$ cat config.mk
export PLATFORM = sky130hd
export DESIGN_NAME = dma_channel_arbiter
export DESIGN_NICKNAME = d
export VERILOG_FILES = /design/src/rtl/dma_channel_arbiter.sv
export SDC_FILE = /design/constraint.sdc
export NUM_CORES = 1
export LEC_CHECK = 0
export ABC_AREA = 1
export BUFFER_PORTS_ARGS = -buffer_cell sky130_fd_sc_hd__buf_2
export CELL_PAD_IN_SITES_DETAIL_PLACEMENT = 0
export CELL_PAD_IN_SITES_GLOBAL_PLACEMENT = 2
export CORE_UTILIZATION = 28
export CTS_BUF_LIST = sky130_fd_sc_hd__clkbuf_16
export DETAILED_ROUTE_END_ITERATION = 12
export GPL_TIMING_DRIVEN = 0
export PLACE_DENSITY = 0.81
export SYNTH_ARGS = -nofsm -noshare
export SYNTH_HDL_FRONTEND = slang
export SYNTH_SLANG_ARGS = --single-unit
$ cat constraint.sdc
create_clock -name CLK -period 2.45 [get_ports CLK]
set_clock_uncertainty 0.2 [all_clocks]
set_input_delay 0.245 -clock CLK [delete_from_list [all_inputs] [get_ports CLK]]
set_output_delay 0.245 -clock CLK [all_outputs]
set_load 0.01 [all_outputs]
$ cat src/rtl/dma_channel_arbiter.sv
// DMA channel arbiter: qualifies channel requests, runs the HRQ/HLDA hold
// handshake and holds a registered one-hot grant for the whole service.
module dma_channel_arbiter #(
  parameter int NUM_CH = 4,
  parameter int CHW    = $clog2(NUM_CH)
) (
  input  logic              CLK,
  input  logic              RESET,
  input  logic [NUM_CH-1:0] DREQ,
  input  logic [NUM_CH-1:0] reqSet,
  input  logic [NUM_CH-1:0] maskBits,
  input  logic              cmdDisable,
  input  logic              cmdRotate,
  input  logic              dreqActiveLow,
  input  logic              dackActiveHigh,
  input  logic              HLDA,
  input  logic              chDone,
  output logic              HRQ,
  output logic [NUM_CH-1:0] DACK,
  output logic              grantValid,
  output logic [CHW-1:0]    grantCh
);

  typedef enum logic [1:0] {IDLE, REQ, GRANT} stateT;

  stateT             state;
  stateT             stateNext;
  logic [NUM_CH-1:0] dreqQ;
  logic [NUM_CH-1:0] effReq;
  logic [NUM_CH-1:0] grantOH;
  logic              anyReq;
  logic [CHW-1:0]    lastCh;
  logic [CHW-1:0]    startCh;
  logic [CHW-1:0]    winner;
  logic [CHW:0]      scanIdx;
  logic              found;
  logic              loadGrant;
  logic              clearGrant;
  logic              advancePtr;

  for (genvar gi = 0; gi < NUM_CH; gi++) begin : gReq
    assign effReq[gi] = ((dreqQ[gi] ^ dreqActiveLow) & ~maskBits[gi]) | reqSet[gi];
  end

  assign anyReq = |effReq;

  // Search origin: channel 0 in fixed mode, the channel after the last served one when rotating.
  always_comb begin
    startCh = '0;
    if (cmdRotate && (lastCh != CHW'(NUM_CH - 1))) begin
      startCh = lastCh + CHW'(1);
    end
  end

  always_comb begin
    winner  = '0;
    found   = 1'b0;
    scanIdx = '0;
    for (int k = 0; k < NUM_CH; k++) begin
      scanIdx = {1'b0, startCh} + (CHW+1)'(k);
      if (scanIdx >= (CHW+1)'(NUM_CH)) begin
        scanIdx = scanIdx - (CHW+1)'(NUM_CH);
      end
      if (!found && effReq[scanIdx[CHW-1:0]]) begin
        winner = scanIdx[CHW-1:0];
        found  = 1'b1;
      end
    end
  end

  always_comb begin
    stateNext  = state;
    loadGrant  = 1'b0;
    clearGrant = 1'b0;
    advancePtr = 1'b0;
    case (state)
      IDLE: begin
        if (!cmdDisable && anyReq) begin
          stateNext = REQ;
        end
      end
      REQ: begin
        if (cmdDisable || !anyReq) begin
          stateNext = IDLE;
        end else if (HLDA) begin
          stateNext = GRANT;
          loadGrant = 1'b1;
        end
      end
      GRANT: begin
        // chDone wins over a simultaneous loss of HLDA so the pointer still advances.
        if (chDone) begin
          stateNext  = IDLE;
          clearGrant = 1'b1;
          advancePtr = cmdRotate;
        end else if (!HLDA) begin
          stateNext  = IDLE;
          clearGrant = 1'b1;
        end
      end
      default: stateNext = IDLE;
    endcase
  end

  always_ff @(posedge CLK or posedge RESET) begin
    if (RESET) begin
      state      <= IDLE;
      dreqQ      <= '0;
      grantOH    <= '0;
      grantCh    <= '0;
      grantValid <= 1'b0;
      HRQ        <= 1'b0;
      lastCh     <= CHW'(NUM_CH - 1);
    end else begin
      state      <= stateNext;
      dreqQ      <= DREQ;
      HRQ        <= (stateNext != IDLE);
      grantValid <= (stateNext == GRANT);
      if (loadGrant) begin
        grantCh <= winner;
        grantOH <= {{(NUM_CH-1){1'b0}}, 1'b1} << winner;
      end else if (clearGrant) begin
        grantOH <= '0;
      end
      if (!cmdRotate) begin
        lastCh <= CHW'(NUM_CH - 1);
      end else if (advancePtr) begin
        lastCh <= grantCh;
      end
    end
  end

  assign DACK = grantOH ^ {NUM_CH{~dackActiveHigh}};

endmodule

# Word level (Yosys, flattened, before mapping)
# Index checks and enable logic that the tools add are counted.
[word_totals]
register_bits = 16
in_bits = 20
output_inout_bits = 8
elab_cells = 100
[classes]
addsub = 8
order_cmp = 8
eq_ne = 5
shifts = 1
muxes = 38
bitwise_logic = 18
reduce_logical = 15
[ops]
columns = ["cell", "n"]
rows = [
  ["$mux W2", 16],
  ["$mux W1", 15],
  ["$lt A2 B3 Y1 const B", 4],
  ["$ge A3 B3 Y1 const B", 3],
  ["$bmux W1 S2", 4],
  ["$mux W4", 2],
  ["$sub A2 B1 Y2 const B", 4],
  ["$add A2 B2 Y3 const B", 2],
  ["$pmux W2 S3", 1],
  ["$logic_and A1 B1 Y1", 5],
  ["$logic_not A1 Y1", 5],
  ["$not A1 Y1", 5],
  ["$and A1 B1 Y1", 4],
  ["$eq A2 B2 Y1 const B", 2],
  ["$or A1 B1 Y1", 4],
  ["$reduce_bool A2 Y1", 2],
  ["$reduce_or A4 Y1", 1],
  ["$shl A1 B2 Y4 const A", 1],
  ["$xor A1 B1 Y1", 4],
  ["$xor A4 B4 Y4", 1],
  ["$add A2 B1 Y3 const B", 1],
  ["$ge A2 B3 Y1 const B", 1],
  ["$add A2 B1 Y2 const B", 1],
  ["$eq A2 B1 Y1 const B", 1],
  ["other kinds (4)", 4],
]

# Longest topological paths before layout
# Gate-level depths: netlist (run 1).
[logic_depth]
word_depth = 19
depth_mapped = 13
ltp_nobuf = 13

# Least setup slack after synthesis (run 1)
# OpenSTA, ideal clock, no wires.
[synth_timing]
kind = "register -> register"
startpoint = "register lastCh[0]"
endpoint = "register grantOH[3]"
setup_time_ps = 124
arrival_time_ps = 1591
required_time_ps = 2126
slack_ps = 535
path_stages_with_launch = 12
path_buffers = 0
period_less_slack_ps = 1915
path_cell_list = "dfstp_2 > ha_1 > nand3_4 > nand2_1 > o21ai_2 > nand3_2 > nand2_2 > nor2_4 > nand2_2 > nor2_1 > nor2_2 > o21bai_1"
[synth_between]
elab_chain_len = 19
word_cells_on_any_way = 42
classes_between = "8 x add/sub; 4 x order compare; 1 x eq/ne; 1 x shift; 21 x mux; 7 x reduce/logical"
[synth_rtl]
columns = ["item", "line_no", "rtl"]
rows = [
  ["start, declared", "32", "logic [CHW-1:0] lastCh;"],
  ["start signal, assigned", "113", "lastCh <= CHW'(NUM_CH - 1);"],
  ["start signal, assigned", "126", "lastCh <= CHW'(NUM_CH - 1);"],
  ["start signal, assigned", "128", "lastCh <= grantCh;"],
  ["branches (longest 2 deep; another with $add A2 B1 Y2)", "n/a", ""],
  ["$mux W2 *", "50", "if (cmdRotate && (lastCh != CHW'(NUM_CH - 1))) begin"],
  ["branches (longest 13 deep; another with $add A2 B1 Y3)", "n/a", ""],
  ["$mux W2 *", "64", "if (!found && effReq[scanIdx[CHW-1:0]]) begin"],
  ["$shl A1 B2 Y4 *", "121", "grantOH <= {{(NUM_CH-1){1'b0}}, 1'b1} << winner;"],
  ["$mux W4 *", "119", "if (loadGrant) begin"],
  ["end signal, assigned", "121", ""],
  ["end, declared", "30", "logic [NUM_CH-1:0] grantOH;"],
]
# Mark *: on every way between the ends. The select of a mux whose other input is x is not followed.
# A chain may end at the register's enable or synchronous reset.

# Worst setup path in the final report (run 1)
[layout_timing]
startpoint = "register lastCh[0]"
endpoint = "register grantCh[1]"
[layout_between]
elab_chain_len = 17
word_cells_on_any_way = 40
classes_between = "8 x add/sub; 4 x order compare; 1 x eq/ne; 20 x mux; 7 x reduce/logical"
[layout_rtl]
columns = ["item", "line_no", "rtl"]
rows = [
  ["branches (longest 2 deep; another with $add A2 B1 Y2)", "n/a", ""],
  ["$mux W2 *", "50", ""],
  ["branches (longest 13 deep; another with $add A2 B1 Y3)", "n/a", ""],
  ["$mux W2 *", "64", ""],
  ["end signal, assigned", "120", "grantCh <= winner;"],
  ["end, declared", "21", "output logic [CHW-1:0] grantCh"],
]
# Marks and branches as above.

==> impl_metrics.tcl, run 1 <==
set metrics [dict create \
    status "completed" \
    cts_root_buf "clkbuf_16" \
    drt-vias-per-instance 4.35 \
    die_x_um 64.2 \
    cp_max_fo 9 \
    grt_pass1_wl_um 4280 \
    reg2reg_to "grantCh[1]$_DFFE_PP0P_" \
    nNetsFinal 208 \
    worstHoldPathType "in -> reg" \
    peakVddDrop_mv 0.380 \
    r2r_slack_ns 0.35 \
    min_from "cmdRotate" \
    ios 28 \
    post_drt_wl_per_cell_um 9.87 \
    gp_congestion 0.728 \
    maxCapViolations 0 \
    clkSinkCount 16 \
    path_class "reg -> reg" \
    period_share_pct 85.6 \
    portBuffers 26 \
    fillCellCount 403 \
    remaining_drc_errors 0 \
    whs_ns 0.0720 \
    crit_chain "ha_1 -> nand3_4 -> nand2_1 -> o21ai_2 -> nand3_1 -> nand2_2 -> nor2_4 -> nand2_2 -> nor2_1 -> nor2_2 -> o21ai_1" \
    postCtsResizedCells 0 \
    clk_latency_ns 0.24 \
    setup_tns_ns 0 \
    hold_viol_final 0 \
    ys_seq_area_share_pct 37.2 \
    ys.warnings.count 0 \
    fin_crit_ns 2.10 \
    drt_wl_total_um 2310 \
    final_area_mm2 0.00140 \
    seq_area_um2 403 \
    die_y_um 64.2 \
    cp_top_family "simple AND/OR/NAND/NOR gates" \
    cts_tree "yes" \
    start_kind "flip-flop" \
    avgSynthCellArea_um2 7.18 \
    r2r_start "lastCh[0]$_DFFE_PP1P_" \
    worst_pin_slew_ns 0.595 \
    reg2reg_depth 11 \
    core_mm2 0.00369 \
    synthesis.nets 172 \
    clkTransAtPathRegs_ns 0.05 \
    vias 1019 \
    track_usage_pct 13.2 \
    place_area_mm2 0.00127 \
    relSlewSlack_pct 60.3 \
    area_growth_pct 29.4 \
    multi_input_area_um2 567 \
    drt-initial-drc-count 20 \
    power.leakage_uw 0.000784 \
    crit_buf_inv 0 \
    clock.fmax_mhz 477 \
    clock_path_buffers 2 \
    synth_enable_flop_cells 0 \
    antennaDiodeCount 0 \
    ys.flop_type "dfrtp_1" \
    whs_path_depth 2 \
    maxSlewViolCount 0 \
    grt_max_degree 17 \
    cts_buffers 3 \
    initial_core_util_pct 29.4 \
    finalSetupViolCount 0 \
    synth_cell_type_count 26 \
    antenna_found_initial 0 \
    dieArea_mm2 0.00412 \
    drt_pre_antenna_iters 2 \
    holdBufCountCts 5 \
    end_kind "flip-flop" \
    hpwl_um 1930 \
    synthArstFlopShare_pct 100 \
    syn_inst 151 \
    critPathMaxStageDelay_ns 0.54 \
    postCtsSetupRepairBufs 0 \
    cp_common_cell "nand2_2" \
    ys_seq_elements 16 \
    syn_area_mm2 0.00108 \
    grt-ovfl-total 0 \
    slowest_stage "dfstp_2" \
    grt_pass1_vias 1029 \
    p_per_area_mw_per_mm2 564 \
    required_ns 2.36 \
    ant_nets 0 \
    rows 22 \
    hold_path_end "lastCh[1]$_DFFE_PP1P_" \
    rsz0062_at_grt "no" \
    htreeDepth 1 \
    drive_gt1_share_pct 26.9 \
    worstPathArrival_ns 2.01 \
]
## cell families after synthesis
family | Yosys count | share of synthesized area, %
AO/OA/AOI/OAI | 12 | 7.39
XOR/XNOR | 4 | 3.23
adder cells (fa/ha/maj) | 1 | 1.15
buffers and inverters | 29 | 10.5
flip-flops | 16 | 37.2
AND/OR/NAND/NOR | 89 | 40.5
## power breakdown
part | total (µW) | internal [µW] | leakage, µW | switching, µW
Combinational | 174 | 75.4 | 0.000546 | 98.8
Sequential | 309 | 292 | 0.000200 | 16.8
Clock | 308 | 216 | 0.0000385 | 92.2
Total | 791 | 583 | 0.000784 | 208
## metal layers
metal  GRT usage [%]  part of all wire [%]  vias up
met3            1.25                   2.2        2
met5               0                     0        -
li1                -                     -      544
met2            23.8                    50       10
met4            5.00                  0.87        0
met1            16.0                    47      463
## worst max path at each step
stage,start,end,cells past startpoint
after floorplan,lastCh[0]$_DFFE_PP1P_,grantOH[3]$_DFFE_PP0P_,11
after global placement,lastCh[0]$_DFFE_PP1P_,grantOH[0]$_DFFE_PP0P_,12
after detailed placement,lastCh[0]$_DFFE_PP1P_,grantOH[0]$_DFFE_PP0P_,12
after CTS,lastCh[0]$_DFFE_PP1P_,grantOH[0]$_DFFE_PP0P_,12
after global routing,lastCh[0]$_DFFE_PP1P_,grantOH[0]$_DFFE_PP0P_,12
final,lastCh[0]$_DFFE_PP1P_,grantCh[1]$_DFFE_PP0P_,11
## synthesized netlist by cell type (3+ instances only)
library cell	number	share of area (%)
nor2_1	7	2.4
nand2_2	4	2.3
nand2_1	44	15
nand3_2	3	2.8
nand4_1	3	1.7
dfrtp_1	14	32
inv_1	25	8.7
o21ai_2	3	2.4
xnor2_1	4	3.2
nand3_1	22	10
## flip-flops by register name (all words and copies together) (netlist names)
register / count
HRQ: 1
grantOH: 4
dreqQ: 4
grantValid: 1
state: 2
lastCh: 2
grantCh: 2
## through the flow
stage,setup slack (ns),power (µW),std cells,util [%]
global placement,0.369,480,225,34.5
global route,0.166,843,234,38.0
floorplan,0.535,424,151,-
finish,0.354,791,234,38.0
CTS,0.333,805,234,38.0
detailed placement,0.343,484,225,34.5
## final cells by class
class,instances,area share [%]
buffer,1,0.268
clock buffer,3,5.35
clock inverter,1,0.268
inverter,28,7.85
multi-input combinational,106,40.4
sequential,16,28.7
tap,48,4.28
timing repair buffer,31,12.8
## placed cells by master (no fill, tap or decap), types with 2 or more instances in the layout
| master | Yosys | final |
|---|---|---|
| a21oi_1 | 2 | 2 |
| xnor2_1 | 4 | 4 |
| nand3_2 | 3 | 3 |
| nand2_2 | 4 | 4 |
| nand4_1 | 3 | 3 |
| dfstp_2 | 2 | 2 |
| nand2_1 | 44 | 44 |
| nor2_4 | 2 | 2 |
| dfrtp_1 | 14 | 14 |
| clkbuf_16 | 0 | 3 |
| buf_2 | 0 | 26 |
| inv_2 | 2 | 2 |
| dlygate4sd3_1 | 0 | 5 |
| nand3_1 | 22 | 22 |
| o21ai_2 | 3 | 3 |
| nor2_1 | 7 | 7 |
| o21bai_1 | 2 | 2 |
| inv_1 | 25 | 25 |
| o21ai_0 | 2 | 2 |
Power figures use the tool's default switching activity.
==> inputs of run 2 (changes only) <==
==> constraint.sdc (replaced) <==
create_clock -name CLK -period 2.45 [get_ports CLK]
set_clock_uncertainty 0.2 [all_clocks]
set_input_delay 0.1225 -clock CLK [delete_from_list [all_inputs] [get_ports CLK]]
set_output_delay 0.1225 -clock CLK [all_outputs]
set_load 0.01 [all_outputs]
==> run 2 against run 1 <==
  * Clock-buffer cell count is the same
  * Global-route usage grew 0.19 points
  * Wire length grew 1.4%
  * Cell count grew 1.7%
  * Worst hold slack lost 0.065 ns
  * Largest power group unchanged
  * Highest routed layer unchanged
==> impl_metrics.tcl, run 2 (synthesis results as in run 1) <==
set metrics [dict create \
    postCtsSetupRepairBufs 0 \
    clock_path_buffers 2 \
    dpl_worst_slack_ns 0.343 \
    htreeDepth 1 \
    fin_ws_ns 0.355 \
    final_cells 238 \
    hold_path_end "state[1]$_DFF_PP0_" \
    vias 1034 \
    finalSetupViolCount 0 \
    die_y_um 64.2 \
    gp_congestion 0.728 \
    cts_buffers 3 \
    grt_pass1_vias 1055 \
    cts_tree "yes" \
    grt-ovfl-total 0 \
    placed_cells 225 \
    final_common_cell "nand2_1" \
    rsz0062_at_grt "no" \
    fillCellCount 400 \
    cp_max_fo 9 \
    p_seq_share_pct 38.8 \
    drt-initial-drc-count 15 \
    ant_nets 0 \
    busiest_layer "met2" \
    maxCapViolations 0 \
    comb_power_share_pct 22.6 \
    clk_latency_ns 0.24 \
    hpwl_um 1930 \
    p_int_uw 588 \
    fin_crit_ns 2.10 \
    r2r_slack_ns 0.35 \
    met1_usage_pct 16.1 \
    required_ns 2.36 \
    reg2reg_depth 11 \
    p_switching_uw 209 \
    reg_top3 "dreqQ: 4 flops, grantOH: 4 flops" \
    postCtsResizedCells 0 \
    antennaDiodeCount 0 \
    grt_pass1_wl_um 4350 \
    power.leakage_uw 0.000802 \
    ios 28 \
    peakVddDrop_mv 0.380 \
    layout_common_cells "nand2_1, buf_2, inv_1" \
    remaining_drc_errors 0 \
    grt_max_degree 17 \
    relSlewSlack_pct 60.3 \
    met3_usage_pct 1.25 \
    dieArea_mm2 0.00412 \
    status "completed" \
    nNetsFinal 212 \
    clock.fmax_mhz 477 \
    core_mm2 0.00369 \
    portBuffers 26 \
    p_per_area_mw_per_mm2 553 \
    track_usage_pct 13.4 \
    period_share_pct 85.5 \
    worst_pin_slew_ns 0.595 \
    drive_gt1_share_pct 26.3 \
    crit_start "lastCh[0]$_DFFE_PP1P_" \
    area_growth_pct 33.1 \
    p_clk_share_pct 38.6 \
    start_kind "flip-flop" \
    r2r_start "lastCh[0]$_DFFE_PP1P_" \
    end_kind "flip-flop" \
    switching_share_pct 26.2 \
    reg2reg_to "grantCh[1]$_DFFE_PP0P_" \
    clkTransAtPathRegs_ns 0.05 \
    maxSlewViolCount 0 \
    hold_viol_final 0 \
    setup_tns_ns 0 \
    path_class "reg -> reg" \
    min_from "chDone" \
    use_met2_pct 24.3 \
    die_x_um 64.2 \
    post_drt_wl_per_cell_um 9.84 \
    clkSinkCount 16 \
    whs_path_depth 4 \
    drt_pre_antenna_iters 2 \
    cts_root_buf "clkbuf_16" \
    antenna_found_initial 0 \
    worstPathArrival_ns 2.01 \
    rows 22 \
    drt_wl_total_um 2340 \
    worstHoldPathType "in -> reg" \
    drt-vias-per-instance 4.34 \
    initial_core_util_pct 29.4 \
]
run 2: changes by cell type in the layout (fill, tap and decap cells not counted):
cell and delta:
dlygate4sd3_1 +4
run 2: worst max path at each step:
stage | slack [ns] | to | cells after the start
floorplan | 0.54 | grantOH[3]$_DFFE_PP0P_ | 11
global placement | 0.37 | grantOH[0]$_DFFE_PP0P_ | 12
detailed placement | 0.34 | grantOH[0]$_DFFE_PP0P_ | 12
CTS | 0.33 | grantOH[0]$_DFFE_PP0P_ | 12
global route | 0.17 | grantOH[0]$_DFFE_PP0P_ | 12
finish | 0.35 | grantCh[1]$_DFFE_PP0P_ | 11
run 2: metrics by stage:
| stage | cell area (µm²) | hold slack (ns) | utilization (%) | total power [µW] |
|---|---|---|---|---|
| 3_3_place_gp | 1270 | 0.0128 | 34.5 | 480 |
| 6_report | 1440 | 0.00685 | 39.1 | 797 |
| 5_1_grt | 1440 | 0.0419 | 39.1 | 849 |
| 2_1_floorplan | 1080 | -0.165 | - | 424 |
| 4_1_cts | 1440 | 0.0110 | 39.1 | 811 |
| 3_5_place_dp | 1270 | 0.0180 | 34.5 | 484 |
run 2: final cells by class:
class                      count  area [µm²]  share of cell area (%)
inverter                      28         110                    7.63
sequential                    16         403                    27.9
buffer                         1        3.75                   0.260
clock inverter                 1        3.75                   0.260
clock buffer                   3        75.1                    5.20
timing repair buffer          35         220                    15.3
multi-input combinational    106         567                    39.3
tap                           48        60.1                    4.16
run 2: power by group through the flow:
| stage | combinational, µW | sequential (µW) | clock, µW |
|---|---|---|---|
| 2_1_floorplan | 110 | 314 | 0 |
| 3_3_place_gp | 167 | 312 | 0 |
| 3_5_place_dp | 170 | 313 | 0 |
| 4_1_cts | 183 | 309 | 318 |
| 5_1_grt | 208 | 313 | 328 |
| 6_report | 180 | 309 | 308 |
run 2: critical path, cell delays in order (launching register included):
cell and delay (ns):
dfstp_2 0.54, ha_1 0.26, nand3_4 0.14, nand2_1 0.08, o21ai_2 0.11, nand3_1 0.13, nand2_2 0.11, nor2_4 0.04
nand2_2 0.06, nor2_1 0.05, nor2_2 0.15, o21ai_1 0.09
run 2: what timing repair did:
| action | in CTS | in global routing |
|---|---|---|
| hold endpoints to repair | 22 | 0 |
| setup endpoints to repair | 0 | 0 |
| hold buffers | 9 | 0 |
run 2: layer usage:
layer / up-vias / wire, µm
li1: 551 / -
met1: 471 / 1110
met2: 10 / 1170
met3: 2 / 40
met4: 0 / 20
met5: - / 0
